--- src/rtl/ex_div_pkg.sv ---
// Shared constants, FSM encoding and latched-operation payload for the EX-stage divider.
package ex_div_pkg;

  localparam int unsigned XLEN  = 64;
  localparam int unsigned WLEN  = 32;
  localparam int unsigned CNT_W = 6;

  localparam logic [6:0] OPCODE_R_TYPE   = 7'b0110011;
  localparam logic [6:0] OPCODE_R_W_TYPE = 7'b0111011;
  localparam logic [6:0] FUNCT7_MULDIV   = 7'b0000001;

  localparam logic [2:0] FUNCT3_DIV  = 3'b100;
  localparam logic [2:0] FUNCT3_DIVU = 3'b101;
  localparam logic [2:0] FUNCT3_REM  = 3'b110;
  localparam logic [2:0] FUNCT3_REMU = 3'b111;

  typedef enum logic [1:0] {
    DIV_STATE_IDLE = 2'b00,
    DIV_STATE_BUSY = 2'b01,
    DIV_STATE_DONE = 2'b10
  } div_state_e;

  // Attributes of the accepted op that shape the final result.
  typedef struct packed {
    logic is_rem;
    logic is_w;
    logic neg_q;
    logic neg_r;
  } div_op_t;

  // Sign-extend a word-sized value to the full datapath width.
  function automatic logic [XLEN-1:0] sext_w(input logic [WLEN-1:0] x);
    return {{(XLEN-WLEN){x[WLEN-1]}}, x};
  endfunction

endpackage

--- src/rtl/ex_div_core.sv ---
// Restoring radix-2 unsigned divider: one quotient bit per step, XLEN or WLEN steps.
module div_core_unsigned
  import ex_div_pkg::*;
(
  input  logic            clk,
  input  logic            rst,
  input  logic            i_start,
  input  logic            i_step,
  input  logic            i_w,
  input  logic [XLEN-1:0] i_dividend,
  input  logic [XLEN-1:0] i_divisor,
  output logic            o_last_c,
  output logic [XLEN-1:0] o_quo_nxt_c,
  output logic [XLEN-1:0] o_rem_nxt_c
);

  logic [XLEN-1:0]  r_quo;
  logic [XLEN-1:0]  r_rem;
  logic [XLEN-1:0]  r_dvs;
  logic [CNT_W-1:0] r_cnt;

  logic [XLEN:0]    w_shift;
  logic [XLEN-1:0]  w_trial;
  logic             w_ge;

  // One restoring step: shift the next dividend bit in and try to subtract.
  always_comb begin
    w_shift     = {r_rem, r_quo[XLEN-1]};
    w_ge        = (w_shift >= {1'b0, r_dvs});
    w_trial     = w_shift[XLEN-1:0] - r_dvs;
    o_rem_nxt_c = w_ge ? w_trial : w_shift[XLEN-1:0];
    o_quo_nxt_c = {r_quo[XLEN-2:0], w_ge};
    o_last_c    = (r_cnt == '0);
  end

  // Operand load on start, then iterate; W ops pre-shift the dividend to the top.
  always_ff @(posedge clk or negedge rst) begin
    if (!rst) begin
      r_quo <= '0;
      r_rem <= '0;
      r_dvs <= '0;
      r_cnt <= '0;
    end else if (i_start) begin
      r_quo <= i_w ? {i_dividend[WLEN-1:0], {(XLEN-WLEN){1'b0}}} : i_dividend;
      r_rem <= '0;
      r_dvs <= i_divisor;
      r_cnt <= i_w ? CNT_W'(WLEN-1) : CNT_W'(XLEN-1);
    end else if (i_step) begin
      r_quo <= o_quo_nxt_c;
      r_rem <= o_rem_nxt_c;
      r_cnt <= r_cnt - CNT_W'(1);
    end
  end

endmodule

--- src/rtl/ex_div.sv ---
// EX-stage RV64M divide/remainder unit: sign handling, special cases, W extension, stall FSM.
module ex_div
  import ex_div_pkg::*;
(
  input  logic            clk,
  input  logic            rst,
  input  logic [6:0]      opcode_i,
  input  logic [2:0]      funct3_i,
  input  logic [6:0]      funct7_i,
  input  logic [XLEN-1:0] rs1_data_i,
  input  logic [XLEN-1:0] rs2_data_i,
  input  logic [4:0]      rd_addr_i,
  input  logic            flush_i,
  output logic            stall_req_o,
  output logic            done_o,
  output logic [XLEN-1:0] result_o,
  output logic [4:0]      rd_addr_o
);

  localparam logic [XLEN-1:0] MIN_X = {1'b1, {(XLEN-1){1'b0}}};
  localparam logic [XLEN-1:0] MIN_W = {{(XLEN-WLEN+1){1'b1}}, {(WLEN-1){1'b0}}};

  div_state_e      r_state;
  div_state_e      w_state_nxt;
  div_op_t         r_op;
  div_op_t         w_op;
  logic [4:0]      r_rd;
  logic [XLEN-1:0] r_result;

  logic            w_is_w;
  logic            w_is_div;
  logic            w_signed;
  logic            w_rem;
  logic [XLEN-1:0] w_a_ext;
  logic [XLEN-1:0] w_b_ext;
  logic            w_a_neg;
  logic            w_b_neg;
  logic [XLEN-1:0] w_a_mag;
  logic [XLEN-1:0] w_b_mag;
  logic            w_div0;
  logic            w_ovf;
  logic            w_special;
  logic [XLEN-1:0] w_spec_raw;
  logic [XLEN-1:0] w_spec_res;
  logic            w_start;
  logic            w_last;
  logic [XLEN-1:0] w_quo_nxt;
  logic [XLEN-1:0] w_rem_nxt;
  logic [XLEN-1:0] w_q_signed;
  logic [XLEN-1:0] w_r_signed;
  logic [XLEN-1:0] w_raw;
  logic [XLEN-1:0] w_fin;

  // Decode, operand extension/magnitudes and special-case results from ID/EX.
  always_comb begin
    w_is_w   = (opcode_i == OPCODE_R_W_TYPE);
    w_is_div = (funct7_i == FUNCT7_MULDIV) &&
               ((opcode_i == OPCODE_R_TYPE) || w_is_w) &&
               ((funct3_i == FUNCT3_DIV) || (funct3_i == FUNCT3_DIVU) ||
                (funct3_i == FUNCT3_REM) || (funct3_i == FUNCT3_REMU));
    w_signed = (funct3_i == FUNCT3_DIV) || (funct3_i == FUNCT3_REM);
    w_rem    = (funct3_i == FUNCT3_REM) || (funct3_i == FUNCT3_REMU);

    if (w_is_w) begin
      w_a_ext = w_signed ? sext_w(rs1_data_i[WLEN-1:0]) : XLEN'(rs1_data_i[WLEN-1:0]);
      w_b_ext = w_signed ? sext_w(rs2_data_i[WLEN-1:0]) : XLEN'(rs2_data_i[WLEN-1:0]);
    end else begin
      w_a_ext = rs1_data_i;
      w_b_ext = rs2_data_i;
    end

    w_a_neg = w_signed & w_a_ext[XLEN-1];
    w_b_neg = w_signed & w_b_ext[XLEN-1];
    w_a_mag = w_a_neg ? -w_a_ext : w_a_ext;
    w_b_mag = w_b_neg ? -w_b_ext : w_b_ext;

    w_div0    = (w_b_ext == '0);
    w_ovf     = w_signed && (w_a_ext == (w_is_w ? MIN_W : MIN_X)) && (w_b_ext == {XLEN{1'b1}});
    w_special = w_div0 | w_ovf;

    if (w_div0) begin
      w_spec_raw = w_rem ? w_a_ext : {XLEN{1'b1}};
    end else begin
      w_spec_raw = w_rem ? {XLEN{1'b0}} : w_a_ext;
    end
    w_spec_res = w_is_w ? sext_w(w_spec_raw[WLEN-1:0]) : w_spec_raw;

    w_op.is_rem = w_rem;
    w_op.is_w   = w_is_w;
    w_op.neg_q  = w_a_neg ^ w_b_neg;
    w_op.neg_r  = w_a_neg;

    w_start = rst && (r_state == DIV_STATE_IDLE) && w_is_div && !flush_i;
  end

  div_core_unsigned u_core (
    .clk         (clk),
    .rst         (rst),
    .i_start     (w_start),
    .i_step      (r_state == DIV_STATE_BUSY),
    .i_w         (w_is_w),
    .i_dividend  (w_a_mag),
    .i_divisor   (w_b_mag),
    .o_last_c    (w_last),
    .o_quo_nxt_c (w_quo_nxt),
    .o_rem_nxt_c (w_rem_nxt)
  );

  // Final sign fix-up and W sign-extension applied to the last iteration's values.
  always_comb begin
    w_q_signed = r_op.neg_q ? -w_quo_nxt : w_quo_nxt;
    w_r_signed = r_op.neg_r ? -w_rem_nxt : w_rem_nxt;
    w_raw      = r_op.is_rem ? w_r_signed : w_q_signed;
    w_fin      = r_op.is_w ? sext_w(w_raw[WLEN-1:0]) : w_raw;
  end

  // State register.
  always_ff @(posedge clk or negedge rst) begin
    if (!rst) begin
      r_state <= DIV_STATE_IDLE;
    end else begin
      r_state <= w_state_nxt;
    end
  end

  // Next-state and stall request; stall drops in the same cycle as a flush.
  always_comb begin
    w_state_nxt = r_state;
    stall_req_o = 1'b0;
    case (r_state)
      DIV_STATE_IDLE: begin
        if (w_start) begin
          stall_req_o = 1'b1;
          w_state_nxt = w_special ? DIV_STATE_DONE : DIV_STATE_BUSY;
        end
      end
      DIV_STATE_BUSY: begin
        if (flush_i) begin
          w_state_nxt = DIV_STATE_IDLE;
        end else begin
          stall_req_o = 1'b1;
          if (w_last) begin
            w_state_nxt = DIV_STATE_DONE;
          end
        end
      end
      DIV_STATE_DONE: begin
        w_state_nxt = DIV_STATE_IDLE;
      end
      default: begin
        w_state_nxt = DIV_STATE_IDLE;
      end
    endcase
  end

  // Op attributes, destination and result capture.
  always_ff @(posedge clk or negedge rst) begin
    if (!rst) begin
      r_op     <= '0;
      r_rd     <= '0;
      r_result <= '0;
    end else begin
      if (w_start) begin
        r_op <= w_op;
        r_rd <= rd_addr_i;
        if (w_special) begin
          r_result <= w_spec_res;
        end
      end
      if ((r_state == DIV_STATE_BUSY) && !flush_i && w_last) begin
        r_result <= w_fin;
      end
    end
  end

  assign done_o    = (r_state == DIV_STATE_DONE);
  assign result_o  = r_result;
  assign rd_addr_o = r_rd;

endmodule

--- config.mk ---
export PLATFORM = sky130hd
export DESIGN_NAME = ex_div
export DESIGN_NICKNAME = d
export VERILOG_FILES = /design/src/rtl/ex_div_pkg.sv /design/src/rtl/ex_div_core.sv /design/src/rtl/ex_div.sv
export SDC_FILE = /design/constraint.sdc
export NUM_CORES = 1
export LEC_CHECK = 0
export ABC_AREA = 0
export CORE_MARGIN = 4
export CORE_UTILIZATION = 55
export CTS_BUF_LIST = sky130_fd_sc_hd__clkbuf_8
export DETAILED_ROUTE_END_ITERATION = 12
export PLACE_DENSITY = 0.77
export REMOVE_ABC_BUFFERS = 1
export SLEW_MARGIN = 20
export SYNTH_ARGS = -nofsm -noshare
export SYNTH_HDL_FRONTEND = slang
export SYNTH_SLANG_ARGS = --single-unit
--- constraint.sdc ---
create_clock -name clk -period 10.1 [get_ports clk]
set_input_delay 1.515 -clock clk [delete_from_list [all_inputs] [get_ports clk]]
set_output_delay 1.515 -clock clk [all_outputs]
set_load 0.005 [all_outputs]
==> impl_metrics.py <==
metrics = {
    "logic_synthesis": {
        "synth_area_sq_mm": 0.02552,
        "synth_seq_area_share_pct": 26.77,
        "postSynth.asyncResetShare_pct": 100.0,
        "yosys.area.top_type": "dfrtp_1",
        "ys_ff_latch": 273,
        "yosysUniqueCellTypes": 89,
        "synth_flop_cell": "dfrtp_1",
        "synth_area_leaders": "dfrtp_1, o21ai_0, a21oi_1",
        "syn_avg_cell_area_sq_um": 7.357,
        "syn_inst": 3469,
        "ys.warnings.count": 0,
        "synth_top_area_share_pct": 26.77,
        "synth_edf_count": 0,
    },
    "sta": {
        "fmax_mhz": 132.4,
        "layout_setup_ws_ns": 2.549,
        "min_period_ns": 7.551,
        "worst_pin_slew_ns": 1.164,
        "final.period_utilization_pct": 74.76,
        "tns_ns": 0,
        "maxSlewViolCount": 0,
        "rsz0062_at_grt": "no",
        "slew_headroom_pct": 22.20,
        "setup_viol": 0,
        "hold_viol_final": 0,
        "fin_skew_ns": 0.01855,
    },
    "cts": {
        "cts_hold_buffers": 0,
        "clock-root-buffer": "clkbuf_8",
        "clockBufferDepth": 3,
        "h-tree-depth": 2,
        "cts_tree": "done",
        "clk_pin_slew_ns": 0.07,
        "cts.sinks": 273,
        "cts_buffers": 51,
        "postCtsSetupRepairBufs": 0,
        "clk_latency_ns": 0.68,
        "cts_resized": 0,
    },
    "placement": {
        "port_buffers": 223,
        "dpl_worst_slack_ns": 2.734,
        "place_congestion": 1.067,
        "place_hpwl_um": 83030,
        "placed_cells": 4107,
        "place_area_sq_mm": 0.02806,
    },
    "drt": {
        "routed_wirelength_um": 109500,
        "vias": 29080,
        "ant_nets": 0,
        "vias_per_cell": 6.928,
        "drc_errors": 0,
        "wl_per_cell_um": 26.10,
        "drt_iter0_markers": 4245,
        "dr.pass1.iters": 7,
    },
    "finish": {
        "final_cell_area_sq_mm": 0.02913,
        "antenna_cells": 0,
        "nNetsFinal": 3784,
        "fillers": 4107,
        "syn2layout_area_growth_pct": 14.12,
        "drive_above_1_share_pct": 5.114,
        "final_cells": 4198,
    },
    "floorplanning": {
        "dieHeight_um": 223.4,
        "rows": 78,
        "start_util_pct": 56.00,
        "die_x_um": 223.4,
        "io_pins": 224,
        "core_area_sq_mm": 0.04558,
        "dieArea_sq_mm": 0.04991,
    },
    "worst_setup_path": {
        "path_class": "flop to flop",
        "worstPathRequired_ns": 10.66,
        "worstPathMaxFanout": 18,
        "worstPathArrival_ns": 8.11,
        "cp-end-kind": "flop",
        "worstSetupStartpointType": "flop",
    },
    "run": {
        "maxCapViolCount": 0,
    },
    "pwr": {
        "power.total_mw": 2.569,
        "pwr_density_cell_mw_per_mm2": 88.20,
        "irDropWorstVdd_uv": 114.4,
        "leakage_nw": 10.69,
    },
    "grt": {
        "grt_pass1_vias": 27200,
        "grt_antenna_before_repair": 4,
        "grt_overflow_total": 0,
        "track_usage_pct": 41.84,
        "grt_pass1_wl_um": 164400,
        "grt_max_degree": 77,
    },
    "status": {
        "status": "finished clean",
    },
    "worst_hold_path": {
        "min_path_type": "flop to flop",
    },
}
==> cell usage after synthesis (22+ instances only) <==
cell        n
nand4_1    68
o21ai_0   387
or4_1      39
clkbuf_1  210
mux2i_1   101
o22ai_1    22
a21oi_1   349
inv_1     104
a31oi_1    39
nor3_1     73
ha_1       70
a211oi_1   47
nand2b_1   29
nand2_1   388
xnor2_1   135
xor2_1    126
a21o_1     26
or3_1      43
o31ai_1    58
nor2_1    321
nor4_1     44
nand3_1   111
o41ai_1    27
dfrtp_1   273
o211ai_1   39
==> critical path, cell delays in order (launching register included) <==
cell	delay, ns
dfrtp_1	0.41
ha_1	0.42
a21o_1	0.25
a31oi_1	0.33
a2111oi_0	0.18
or3_1	0.62
a221oi_4	0.65
o21ai_4	0.31
inv_2	0.15
mux2i_1	0.31
ha_1	0.23
inv_1	0.10
or4b_2	0.73
nor4bb_1	0.40
nand4b_1	0.21
o32ai_1	0.72
and4_1	0.45
nand3_1	0.13
and4_1	0.25
a2111o_1	0.34
a22o_1	0.19
==> report_power, final <==
part           switching [mW]  internal [mW]  leakage (nW)  total [mW]
registers             0.00221           1.10          3.12        1.10
logic                   0.187          0.112          6.96       0.300
clock network           0.550          0.621         0.609        1.17
==> path summary, 6_finish.rpt <==
| check | start | end | slack [ns] | cells past startpoint |
|---|---|---|---|---|
| setup / recovery | u_core.r_rem[3] | result_o[44] | 2.55 | 20 |
| hold / removal | rd_addr_o[1] | rd_addr_o[1] | 0.47 | 2 |
| setup reg to reg | u_core.r_rem[3] | result_o[44] | 2.55 | 20 |
| hold reg to reg | rd_addr_o[1] | rd_addr_o[1] | 0.47 | 2 |
| max in group asynchronous | rst | u_core.r_dvs[46] | 7.03 | 3 |
| min in group asynchronous | rst | u_core.r_quo[10] | 0.79 | 1 |
==> kinds of logic after synthesis <==
logic type	after synthesis	share of synthesized area, %
DFF	273	26.77
xor gates and xnor gates	261	8.957
adders and majority gates	71	3.510
buffers and inverters	343	5.148
AOI/OAI and AO/OA	1166	27.70
and+or+nand+nor	1250	23.78
muxes	105	4.138
==> registers in the layout, indices dropped and copies added (netlist names) <==
signal and cells:
result_o 64, u_core.r_dvs 64, u_core.r_quo 64, u_core.r_rem 64, u_core.r_cnt 6, rd_addr_o 5
r_op 4, r_state 2
==> per-stage QoR <==
stage	hold WS [ns]	utilization (%)
final	0.4665	63.91
after global routing	0.4872	63.91
after CTS	0.4698	63.91
after global placement	0.4503	61.57
after detailed placement	0.4572	61.57
after floorplan	0.4494	-
==> placed cells by master (no fill, tap or decap), types with 58 or more instances in the layout <==
| cell | instances |
|---|---|
| inv_1 | 119 |
| mux2i_1 | 101 |
| nand2_1 | 387 |
| xor2_1 | 126 |
| dfrtp_1 | 272 |
| nor3_1 | 73 |
| o31ai_1 | 58 |
| xnor2_1 | 135 |
| nand3_1 | 111 |
| ha_1 | 70 |
| clkdlybuf4s50_1 | 222 |
| o21ai_0 | 387 |
| a21oi_1 | 347 |
| nand4_1 | 68 |
| clkbuf_8 | 60 |
| nor2_1 | 319 |
==> layer usage <==
layer,share of wire [%],global-route usage [%],wire length [um],vias up
met1,39,56.03,43030,13840
met2,42,61.16,45730,1996
li1,-,-,-,12870
met4,6.8,24.06,7486,6
met5,0.031,0,34,-
met3,12,10.89,13270,373
==> final cells by class <==
class                   instances  area (sq um)  area share, %
multi-input cells            2853         17450          59.90
flip-flops and latches        273          6833          23.46
repair buffers                277          2643          9.073
clock buffers                  60         825.8          2.835
well taps                     600         750.7          2.577
inverters                     104         390.4          1.340
clock inverters                31         239.0         0.8205
No activity file was read; power rests on OpenSTA's default activity.
